### src/rtl/pipe_fetch_unit.sv
// ============================================================================
// Module  : pipe_fetch_unit
// Purpose : Instruction-fetch stage driving the IF/ID register, with a
//           one-entry hold buffer for stalls and EX-stage redirects.
// Revision: 1.0  initial release
// ============================================================================
`default_nettype none

module pipe_fetch_unit #(
    parameter logic [31:0] RESET_PC = 32'h0000_0000,
    parameter int          CNT_W    = 32
) (
    input  logic              clk,
    input  logic              clrn,
    input  logic              stall,
    input  logic              redirect,
    input  logic [31:0]       redirect_pc,
    output logic              imem_req,
    output logic [31:0]       imem_addr,
    input  logic              imem_ready,
    input  logic [31:0]       imem_rdata,
    output logic [31:0]       newInst,
    output logic [31:0]       pc4,
    output logic              wir,
    output logic [31:0]       fetch_pc,
    output logic [CNT_W-1:0]  fetch_count
);

    localparam logic [1:0] c_st_idle = 2'd0;
    localparam logic [1:0] c_st_req  = 2'd1;
    localparam logic [1:0] c_st_hold = 2'd2;

    logic [1:0]       state_q, state_d;
    logic [31:0]      pc_q, pc_d;
    logic [31:0]      hbuf_q, hbuf_d;
    logic [CNT_W-1:0] count_q, count_d;

    logic             w_in_req;
    logic             w_in_hold;
    logic [31:0]      w_pc_plus4;
    logic [31:0]      w_target;
    logic             unused_ok;

    assign w_in_req   = (state_q == c_st_req);
    assign w_in_hold  = (state_q == c_st_hold);
    assign w_pc_plus4 = pc_q + 32'd4;
    assign w_target   = {redirect_pc[31:2], 2'b00};
    assign unused_ok  = &{1'b0, redirect_pc[1:0]};

    // Outputs are purely combinational so a ready memory hands its word to
    // IF/ID in the same cycle the address is issued.
    always_comb begin
        imem_req    = w_in_req;
        imem_addr   = pc_q;
        fetch_pc    = pc_q;
        pc4         = w_pc_plus4;
        fetch_count = count_q;
        wir         = ((w_in_req & imem_ready) | w_in_hold) & ~stall & ~redirect;
        if (w_in_req && imem_ready) begin
            newInst = imem_rdata;
        end else if (w_in_hold) begin
            newInst = hbuf_q;
        end else begin
            newInst = 32'd0;
        end
    end

    always_comb begin
        state_d = state_q;
        pc_d    = pc_q;
        hbuf_d  = hbuf_q;
        count_d = count_q + {{(CNT_W-1){1'b0}}, wir};
        case (state_q)
            c_st_idle: begin
                state_d = c_st_req;
            end
            c_st_req: begin
                if (redirect) begin
                    pc_d    = w_target;
                    state_d = c_st_req;
                end else if (imem_ready && !stall) begin
                    pc_d    = w_pc_plus4;
                end else if (imem_ready) begin
                    hbuf_d  = imem_rdata;
                    state_d = c_st_hold;
                end
            end
            c_st_hold: begin
                if (redirect) begin
                    pc_d    = w_target;
                    state_d = c_st_req;
                end else if (!stall) begin
                    pc_d    = w_pc_plus4;
                    state_d = c_st_req;
                end
            end
            default: begin
                state_d = c_st_idle;
            end
        endcase
    end

    always_ff @(posedge clk or negedge clrn) begin
        if (!clrn) begin
            state_q <= c_st_idle;
            pc_q    <= RESET_PC;
            hbuf_q  <= 32'd0;
            count_q <= '0;
        end else begin
            state_q <= state_d;
            pc_q    <= pc_d;
            hbuf_q  <= hbuf_d;
            count_q <= count_d;
        end
    end

endmodule

`default_nettype wire

### config.mk
export PLATFORM = sky130hd
export DESIGN_NAME = pipe_fetch_unit
export DESIGN_NICKNAME = d
export VERILOG_FILES = /design/src/rtl/pipe_fetch_unit.sv
export SDC_FILE = /design/constraint.sdc
export NUM_CORES = 1
export LEC_CHECK = 0
export CAP_MARGIN = 20
export CORE_MARGIN = 3
export CORE_UTILIZATION = 48
export DETAILED_ROUTE_END_ITERATION = 10
export GPL_ROUTABILITY_DRIVEN = 0
export PLACE_DENSITY_LB_ADDON = 0.25
export SYNTH_ARGS = -nofsm -noshare
export SYNTH_HDL_FRONTEND = slang
export SYNTH_SLANG_ARGS = --single-unit
### constraint.sdc
create_clock -name clk -period 5.25 [get_ports clk]
set_clock_uncertainty 0.2 [all_clocks]
set_input_delay 1.05 -clock clk [delete_from_list [all_inputs] [get_ports clk]]
set_output_delay 1.05 -clock clk [all_outputs]
set_load 0.05 [all_outputs]
Word level (Yosys, flattened, before mapping)
Cells that the tools add are included.
Cells by class
  add/sub/neg operators: 2
  eq/ne operators: 6
  muxes and demuxes: 13
  bitwise logic cells: 7
  reductions and logical operators: 8
Operators by type and width (count)
  two-way mux 32 bit: 6
  one-hot mux 32 bit (2 select lines): 1
  adder 32 x 1 -> 32 bit: 1
  adder 32 x 3 -> 32 bit (second input constant): 1
  two-way mux 2 bit: 5
  != test 3 bit (second input constant): 3
  one-hot mux 2 bit (3 select lines): 1
  AND reduction 3 bit: 2
  AND reduction 4 bit: 1
  bitwise AND 1 bit: 3
  != test 3 x 2 -> 1 bit (second input constant): 1
  inverter 1 bit: 3
  == test 2 x 1 -> 1 bit (second input constant): 1
  == test 2 bit (second input constant): 1
  logical AND 1 bit: 2
  logical NOT 2 bit: 1
  nonzero test 2 bit: 1
  logical NOT 1 bit: 1
  OR 1 bit: 1
Storage, ports and cells
  bits in registers: 98
  output and inout port bits: 162
  logic and storage cells: 40

Logic depth before layout (Yosys ltp)
Gate-level depths: netlist of run 1.
  depth in word-level cells: 6
  gate-level depth with buffers: 13
  depth with buffers taken out: 11

Least setup slack after synthesis of run 1
Ideal clock, no wire load.
  kind: reg2reg
  start point: register state_q[1]
  end point: register count_q[30] (netlist: fetch_count[30])
  data arrival time: 4.231 ns
  required time: 4.968 ns
  slack: 0.737 ns
  stages on the path, launching flop included: 14
  buffers on the path: 2
  cell sequence: dfrtp_1 inv_1 ha_1 and2_1 clkbuf_1 nor2_1 nor3_1 ha_1 ha_1 and4_1 clkbuf_1 nand3_1 nor2_1 xor2_1
Between the ends
  cells in the longest elaborated chain, start to end: 6
RTL lines
  start: declaration: line 33  | logic [1:0] state_q, state_d;
  start signal: assignment: line 105  | state_q <= c_st_idle;
  start signal: assignment: line 110  | state_q <= state_d;
  == test 2 x 1 -> 1 bit: line 44  | assign w_in_req = (state_q == c_st_req);
  named net imem_req: line 18  | output logic imem_req,
  bitwise AND 1 bit: line 58  | wir = ((w_in_req & imem_ready) | w_in_hold) & ~stall & ~redirect;
  OR 1 bit: line 58
  bitwise AND 1 bit (2 in series): line 58
  named net wir: line 24  | output logic wir,
  adder 32 x 1 -> 32 bit: line 72  | count_d = count_q + {{(CNT_W-1){1'b0}}, wir};
  named net count_d[30]: line 36  | logic [CNT_W-1:0] count_q, count_d;
  end signal: assignment: line 113  | count_q <= count_d;
  end: declaration: line 36
The timed path passes the listed nets, and every way through them passes these cells.
A chain may end at the register's enable or synchronous reset.

Worst setup path after layout of run 1
  start point: input imem_ready
  end point: output newInst[20]
Between the ends
  cells in the longest elaborated chain, start to end: 2
RTL lines
  start: declaration: line 20  | input logic imem_ready,
  logical AND 1 bit: line 59  | if (w_in_req && imem_ready) begin
  two-way mux 32 bit: line 59
  end: declaration: line 22  | output logic [31:0] newInst,
Every way passes these cells.

==> results.md, run 1 <==
Route:
- The initial detailed-routing violation count is 336.
- For this block, the via count after detailed routing is 5,624.
- In the routed layout, each cell is associated on average with a via count of 5.64.
- The detail route stage leaves a number of antenna-violating nets equal to 0.
- For this run, the detailed router's first-pass iteration total came to 5.
- The wire length reported by the detailed router is 17.8 mm.
- The detailed-route DRC error count is 0.
- The final routed wire length divided by cell count is 17.9 µm.

Global routing:
- The most heavily used metal layer in global routing is met2.
- In the global route stage, met1 resource usage came out at 28.6%.
- The initial antenna violation count came to 2.
- The met3 track demand over resource in global routing is 6.32%.
- The wire length of the first global-routing pass is 28.3 mm.
- The via count of the first global-routing pass came to 5,612.
- For met2 alone, demand over resource in global routing was 43.4%.
- Entering global routing, the biggest net connects 68 pins.
- The total grt overflow is 0.
- The global routing usage summed across all routing layers is 24.7%.

Clock network:
- The number of sinks on the clock net is 96.
- The latest clock arrival within the worst-skew pair is 0.35 ns.
- In this run the deepest clock path goes through 2 buffers.
- The number of buffers inserted to repair setup after CTS is 0.
- The cts-stage hold buffer count is 0.
- The clock root buffer is sky130_fd_sc_hd__clkbuf_16.
- CTS built an H-tree with a depth of 3.
- The clock tree from TritonCTS is built.
- The CTS clock-pin slew for the worst setup and hold paths is 0.07 ns.
- The total clock buffers created by CTS is 9.
- The total of cells resized after clock tree synthesis is 0.

Status:
- The flow ran to the end, and the final reports show no timing, DRC or antenna violations.

Worst setup path:
- The capturing element type of the critical path is a primary output.
- For the worst setup path, the data arrival time is 3.51 ns.
- The worst register-to-register path begins at state_q[1].
- The worst setup path is launched from an input pin.
- The start point of the critical path is imem_ready.
- The category of the critical setup timing path is in2out.
- STA puts the critical path data required time at 4.00 ns.
- The largest fanout on the critical path is 67.

Power:
- VDD sags by at most 0.378 mV.
- The power per cell area is 683 mW/mm².
- The analysis attributes to cell leakage a power of 3.39 nW.

Synth:
- The share of synthesized area occupied by flip-flops and latches is 39.6%.
- After technology mapping, the gate count stands at 657.
- Counting flops with a built-in enable in the synthesized netlist gives 0.
- The Yosys warning count is 0.
- The async set-or-reset flop fraction in the synthesized netlist is 100%.
- The cell area after synthesis is 0.00607 mm².
- Among all flip-flop cells after synthesis, the most frequent one is sky130_fd_sc_hd__dfrtp_1.
- After synthesis the netlist holds a flip-flop and latch count of 96.
- The mean cell area of the mapped netlist is 9.24 µm².
- The netlist uses 58 different library cells.

Finish:
- Compared with the post-synthesis result, the final layout area differs by 37.9%.
- The share of the core filled with cells in the final layout is 68.6%.
- The filler cell count in the final layout is 971.
- In the final design database the tool counted 901 nets.
- The final instance area is 0.00837 mm².
- The total area of multi-input combinational cells is 0.00311 mm².
- The layout cell share with drive strength beyond 1 is 10.0%.
- In the final layout, flip-flops and latches occupy 0.00240 mm².

Worst hold path:
- The launch instance of the worst min-delay path is fetch_count[31].
- The classification of the worst-slack hold path is reg2reg.

Timing:
- The final number of max-transition violations is 0.
- The peak clock frequency supported by timing is 210 MHz.
- The worst relative slew slack is 34.5%.
- At the pin with the least slew margin, the transition time is 0.983 ns.
- The smallest clock period supported by the final layout is computed as 4.76 ns.
- Setup repair after global routing left no endpoint under its margin.
- The final-layout setup total negative slack is 0 ns.
- The final hold violation count is 0.
- Setup violations remaining at the end of the flow were counted as 0.
- After layout, the worst path uses 90.7% of the clock period.

Die:
- From bottom edge to top edge, the die measures 118 µm.
- The full die area is 0.0140 mm².
- Measured along the x axis, the die boundary spans 118 µm.
- The number of placed I/O pins is 231.
- Once the floorplan was initialized, standard cells occupied 49.7% of the core.
- The row count is 40.
- The total core area is 0.0122 mm².

Job:
- The number of violations of the max-capacitance limit is 0.

Placed design:
- The number of port buffers is 222.
- The placed wire-length estimate is 12.9 mm.
- In this run the cell area measured after placement is 0.00804 mm².
==> state kept, by name, summed over array words and instances (netlist names) <==
| register | count |
|---|---|
| fetch_pc | 30 |
| fetch_count | 32 |
| hbuf_q | 32 |
| state_q | 2 |
==> Yosys cell counts (3+ instances only) <==
cell,instances,share of area [%]
sky130_fd_sc_hd__nand2_1,102,6.3
sky130_fd_sc_hd__dfrtp_1,96,40
sky130_fd_sc_hd__buf_4,42,5.2
sky130_fd_sc_hd__nand3_1,38,3.1
sky130_fd_sc_hd__o21ai_0,38,3.1
sky130_fd_sc_hd__xnor2_1,37,5.3
sky130_fd_sc_hd__mux2_2,33,6.1
sky130_fd_sc_hd__clkbuf_1,24,1.5
sky130_fd_sc_hd__nor2_1,22,1.4
sky130_fd_sc_hd__xor2_1,21,3.0
sky130_fd_sc_hd__a21oi_1,20,1.6
sky130_fd_sc_hd__o22ai_1,20,2.1
sky130_fd_sc_hd__nand4_1,19,2.0
sky130_fd_sc_hd__and3_1,9,0.93
sky130_fd_sc_hd__inv_1,9,0.56
sky130_fd_sc_hd__mux2i_1,9,1.5
sky130_fd_sc_hd__and4_1,8,1.2
sky130_fd_sc_hd__ha_1,8,1.6
sky130_fd_sc_hd__and2_1,7,0.72
sky130_fd_sc_hd__clkbuf_8,7,1.6
sky130_fd_sc_hd__nor3_1,7,0.58
sky130_fd_sc_hd__nor4_1,7,0.72
sky130_fd_sc_hd__a22oi_1,5,0.62
sky130_fd_sc_hd__a31o_2,5,0.72
sky130_fd_sc_hd__a31oi_1,5,0.52
sky130_fd_sc_hd__a211oi_1,4,0.49
sky130_fd_sc_hd__a41oi_1,4,0.58
sky130_fd_sc_hd__nor3_2,4,0.66
sky130_fd_sc_hd__o31ai_1,4,0.49
sky130_fd_sc_hd__buf_2,3,0.25
==> cell type report <==
cell class / count / area share [%]
Clock inverter: 5 / 0.956
Clock buffer: 11 / 2.90
Tap cell: 168 / 2.51
Inverter: 10 / 0.448
Antenna cell: 1 / 0.0299
Multi-Input combinational cell: 476 / 37.2
Timing Repair Buffer: 231 / 27.3
Sequential cell: 96 / 28.7
==> power by group <==
group	leakage [nW]	internal [mW]	switching [mW]
Sequential	1.19	1.00	0.425
Combinational	2.05	1.20	2.37
Clock	0.152	0.430	0.288
==> cell families (layout without fill, tap and decap cells) <==
logic type	after synthesis	in the layout	share of synthesized area [%]
fa+ha+maj	8	8	1.65
other cells	1	7	0.0618
buf+inv	90	257	9.48
flops	96	96	39.6
simple gates	244	244	21.1
mux	42	42	7.61
xor+xnor	58	58	8.37
compound gates	118	118	12.1
==> placed cells by master, fill, tap and decap left out, types with 6 or more instances in the layout <==
cell                                n
sky130_fd_sc_hd__nand3_1           38
sky130_fd_sc_hd__xor2_1            21
sky130_fd_sc_hd__and3_1             9
sky130_fd_sc_hd__mux2i_1            9
sky130_fd_sc_hd__o22ai_1           20
sky130_fd_sc_hd__ha_1               8
sky130_fd_sc_hd__and2_1             6
sky130_fd_sc_hd__nand2_1          102
sky130_fd_sc_hd__o21ai_0           38
sky130_fd_sc_hd__nor2_1            22
sky130_fd_sc_hd__a21oi_1           20
sky130_fd_sc_hd__nand4_1           19
sky130_fd_sc_hd__conb_1             6
sky130_fd_sc_hd__nor4_1             7
sky130_fd_sc_hd__xnor2_1           37
sky130_fd_sc_hd__clkbuf_16          9
sky130_fd_sc_hd__nor3_1             7
sky130_fd_sc_hd__inv_1              9
sky130_fd_sc_hd__mux2_2            33
sky130_fd_sc_hd__buf_4             11
sky130_fd_sc_hd__dfrtp_1           96
sky130_fd_sc_hd__and4_1             8
sky130_fd_sc_hd__clkdlybuf4s50_1  220
==> per-stage QoR <==
stage	hold WS, ns	power [mW]	cells	setup slack, ns
6_report	0.279	5.72	998	0.491
3_5_place_dp	0.267	4.99	980	0.491
3_3_place_gp	0.261	4.91	980	0.561
5_1_grt	0.292	5.96	998	0.308
4_1_cts	0.280	5.72	996	0.496
2_1_floorplan	0.280	4.05	662	0.737
==> final timing paths <==
path,end,slack (ns),cells past startpoint
worst min-delay path,fetch_count[31],0.28,1
worst max register to register,fetch_count[30],1.19,11
worst max-delay path,newInst[20],0.49,5
max in group asynchronous,fetch_pc[15],3.22,2
worst min register to register,fetch_count[31],0.28,1
min in group asynchronous,hbuf_q[6],0.49,1
==> metal layers <==
| metal | vias to the layer above | part of all wire (%) |
|---|---|---|
| met4 | 2 | 2.2 |
| met3 | 34 | 7.6 |
| met2 | 233 | 51 |
| met5 | - | 0.073 |
| li1 | 2626 | - |
| met1 | 2729 | 39 |
==> worst max-delay path, cell delays in order <==
cell,delay [ns]
sky130_fd_sc_hd__clkdlybuf4s50_1,0.50
sky130_fd_sc_hd__and2_2,0.81
sky130_fd_sc_hd__nand2_1,0.13
sky130_fd_sc_hd__o21ai_0,0.14
sky130_fd_sc_hd__clkdlybuf4s50_1,0.86
No activity file was read; power rests on OpenSTA's default activity.
==> run 2: changes to the inputs <==
==> constraint.sdc (replaced) <==
create_clock -name clk -period 5.25 [get_ports clk]
set_clock_uncertainty 0.2 [all_clocks]
set_input_delay 0.525 -clock clk [delete_from_list [all_inputs] [get_ports clk]]
set_output_delay 0.525 -clock clk [all_outputs]
set_load 0.05 [all_outputs]
==> run 2 against run 1 <==
The flow now finishes with violations (negative hold slack). Via count decreased by 1.5%. Sequential power hardly changed. Clock power is 2% higher. Count of clock-buffer cells in the layout is 2 lower. Power down 0.20%. First-iteration DRC count rose by 26%. Non-clock buffer count shrank 1. Largest cell class unchanged. Largest power group unchanged. Highest routed layer unchanged.
==> results.md, run 2 (synthesis gave the netlist of run 1 again) <==
Status:
- Run status: complete, but fails checks (was complete, no violations).
- The final reports fail on negative hold slack.

Timing:
- The final number of max-transition violations is 0 (unchanged).
- The number of setup violations in the final report is 0 (unchanged).
- RSZ-0062 raised after global routing: no (unchanged).
- The worst relative slew slack is 30.2% (was 34.5%).
- The fraction of the cycle the final worst path needs came to 73.8% (was 90.7%).
- The final-layout setup total negative slack is 0 ns (unchanged).
- The final critical path time including I/O delays and setup is 3.87 ns (was 4.76 ns).
- The slew of the pin with the lowest slew margin was 1.04 ns (was 0.983 ns).
- The final hold violation count is 25 (was 0).
- The final hold slack is -0.0187 ns (was 0.279 ns).
- The peak clock frequency supported by timing was 258 MHz (was 210 MHz).

Placed design:
- The instance count after placement with tap cells included is 980 (unchanged).
- The number of port buffers is 222 (unchanged).
- The placed wire-length estimate is 12.8 mm (was 12.9 mm).
- The cell area after placement is 0.00804 mm² (about the same).

Finish:
- The net count reported at finish is 900 (was 901).
- The area growth from synthesis to layout was 37.9% (about the same).
- The final instance area is 0.00837 mm² (about the same).
- The share of the core filled with cells in the final layout came to 68.5% (was 68.6%).
- Commonest cells after routing, fill and taps aside: 221 x sky130_fd_sc_hd__clkdlybuf4s50_1, 102 x sky130_fd_sc_hd__nand2_1, 96 x sky130_fd_sc_hd__dfrtp_1 (was 220 x sky130_fd_sc_hd__clkdlybuf4s50_1, 102 x sky130_fd_sc_hd__nand2_1, 96 x sky130_fd_sc_hd__dfrtp_1).
- The layout cell share with drive strength beyond 1 was 9.90% (was 10.0%).
- The leading cell type in the layout, fill and taps excluded is sky130_fd_sc_hd__clkdlybuf4s50_1 (unchanged).
- The number of antenna diodes was 0 (was 1).
- The non-filler instance count after layout is 996 (was 998).

Route:
- The detailed-routing iteration count for the pre-antenna-repair pass is 7 (was 5).
- The vias after detailed routing came to 5,541 (was 5,624).
- The final routed wire length divided by cell count is 17.7 µm (was 17.9 µm).
- The initial detailed-routing violation count came to 424 (was 336).
- The number of nets with antenna violations after detailed routing was 0 (unchanged).
- The detailed-route DRC error count is 0 (unchanged).
- The wire length reported by the detailed router is 17.7 mm (was 17.8 mm).
- The ratio of routed vias to standard cells was 5.56 (was 5.64).

Global routing:
- The initial antenna violation count was 1 (was 2).
- The total grt overflow is 0 (unchanged).
- The global routing usage summed across all routing layers was 25.0% (was 24.7%).
- The pin count of the biggest net entering global routing was 67 (was 68).
- The via count of the first global-routing pass came to 5,589 (was 5,612).
- The wire length of the first global-routing pass is 29.0 mm (was 28.3 mm).

Worst setup path:
- Ordered list of cells on the worst path: nand4_2 -> nor2_2 -> nand3_1 -> nor2_1 -> xor2_1 -> clkdlybuf4s50_1 (was clkdlybuf4s50_1 -> and2_2 -> nand2_1 -> o21ai_0 -> clkdlybuf4s50_1).
- The launching element type of the critical path was a flop (was input pin).
- The largest fanout on the critical path was 11 (was 67).
- The capturing element type of the critical path is a primary output (unchanged).
- The reg-to-reg critical path endpoint is fetch_count[26] (was fetch_count[30]).
- The critical-path cell with the highest stage delay was sky130_fd_sc_hd__clkdlybuf4s50_1 (unchanged).
- The data arrival time of the worst path is 3.15 ns (was 3.51 ns).
- The launch point of the worst reg-to-reg path is state_q[0] (was state_q[1]).
- The delay of the slowest cell on the worst path is 0.84 ns (was 0.86 ns).
- The category of the critical setup timing path is reg2out (was in2out).
- The data required time at the worst endpoint is 4.53 ns (was 4.00 ns).
- The logic depth of the worst register-to-register path is 11 (unchanged).
- The worst setup slack for register-to-register paths is 1.82 ns (was 1.19 ns).

Die:
- The number of placed I/O pins is 231 (unchanged).
- The overall die height was 118 µm (unchanged).
- The horizontal die dimension is 118 µm (unchanged).
- The total core area came to 0.0122 mm² (unchanged).
- The full die area is 0.0140 mm² (unchanged).
- The row count was 40 (unchanged).
- The starting utilization of the core area was 49.7% (unchanged).

Worst hold path:
- The classification of the worst-slack hold path is in2async (was reg2reg).

Power:
- The total chip power is 5.71 mW (was 5.72 mW).
- The worst-case vdd ir drop is 0.408 mV (was 0.378 mV).
- The leakage power summed over all cells is 3.39 nW (about the same).
- The power per cell area is 682 mW/mm² (was 683 mW/mm²).

Clock network:
- The latest clock arrival within the worst-skew pair is 0.35 ns (about the same).
- The total of cells resized after clock tree synthesis is 0 (unchanged).
- The total clock buffers created by CTS is 9 (unchanged).
- The CTS clock-pin slew for the worst setup and hold paths came to 0.07 ns (about the same).
- The clock tree from TritonCTS is built (unchanged).
- The clock root buffer is sky130_fd_sc_hd__clkbuf_16 (unchanged).
- The cts-stage hold buffer count is 0 (unchanged).
- The number of buffers inserted to repair setup after CTS came to 0 (unchanged).
- The number of sinks on the clock net came to 96 (unchanged).
- The H-tree level count is 3 (unchanged).
- The number of buffers on the longest clock path is 2 (unchanged).

Job:
- The number of violations of the max-capacitance limit came to 0 (unchanged).
run 2: metrics by stage:
stage | setup WS, ns | hold slack, ns
after floorplan | 0.737 | 0.0294
after global placement | 1.82 | 0.261
after detailed placement | 1.74 | 0.271
after CTS | 1.40 | 0.00138
after global routing | 1.17 | 0.0231
final | 1.38 | -0.0187
run 2: critical path, delay by kind of cell, from the launching register on:
kind	cells	cell delay, ns
xor gates and xnor gates	1	0.21
buffers and inverters	1	0.84
DFF	1	0.58
and+or+nand+nor	4	1.17
run 2: area by class of cell:
| class | count | area (µm²) |
|---|---|---|
| Inverter | 10 | 37.5 |
| Clock inverter | 7 | 103 |
| Tap cell | 168 | 210 |
| Timing Repair Buffer | 230 | 2280 |
| Fill cell | 1000 | 3840 |
| Multi-Input combinational cell | 476 | 3110 |
| Sequential cell | 96 | 2400 |
| Clock buffer | 9 | 225 |
run 2: power breakdown:
part | switching, mW | total (mW) | internal, mW | leakage, nW
combinational | 2.36 | 3.56 | 1.20 | 2.04
sequential | 0.418 | 1.42 | 1.00 | 1.19
clock | 0.308 | 0.731 | 0.424 | 0.157
total | 3.08 | 5.71 | 2.63 | 3.39
run 2: worst max path at each step:
stage	cells past startpoint	slack, ns	to	start
2_1_floorplan	13	0.74	fetch_count[30]	state_q[1]
3_3_place_gp	6	1.82	pc4[23]	fetch_pc[8]
3_5_place_dp	10	1.74	fetch_count[30]	imem_ready
4_1_cts	6	1.40	pc4[23]	fetch_pc[8]
5_1_grt	6	1.17	pc4[23]	fetch_pc[8]
6_report	6	1.38	pc4[23]	fetch_pc[8]
run 2: metal layers:
layer | track usage (%) | wire (µm)
met5 | 0 | 13
met4 | 8.98 | 332
met3 | 6.17 | 1200
met2 | 43.8 | 8920
met1 | 29.9 | 7200
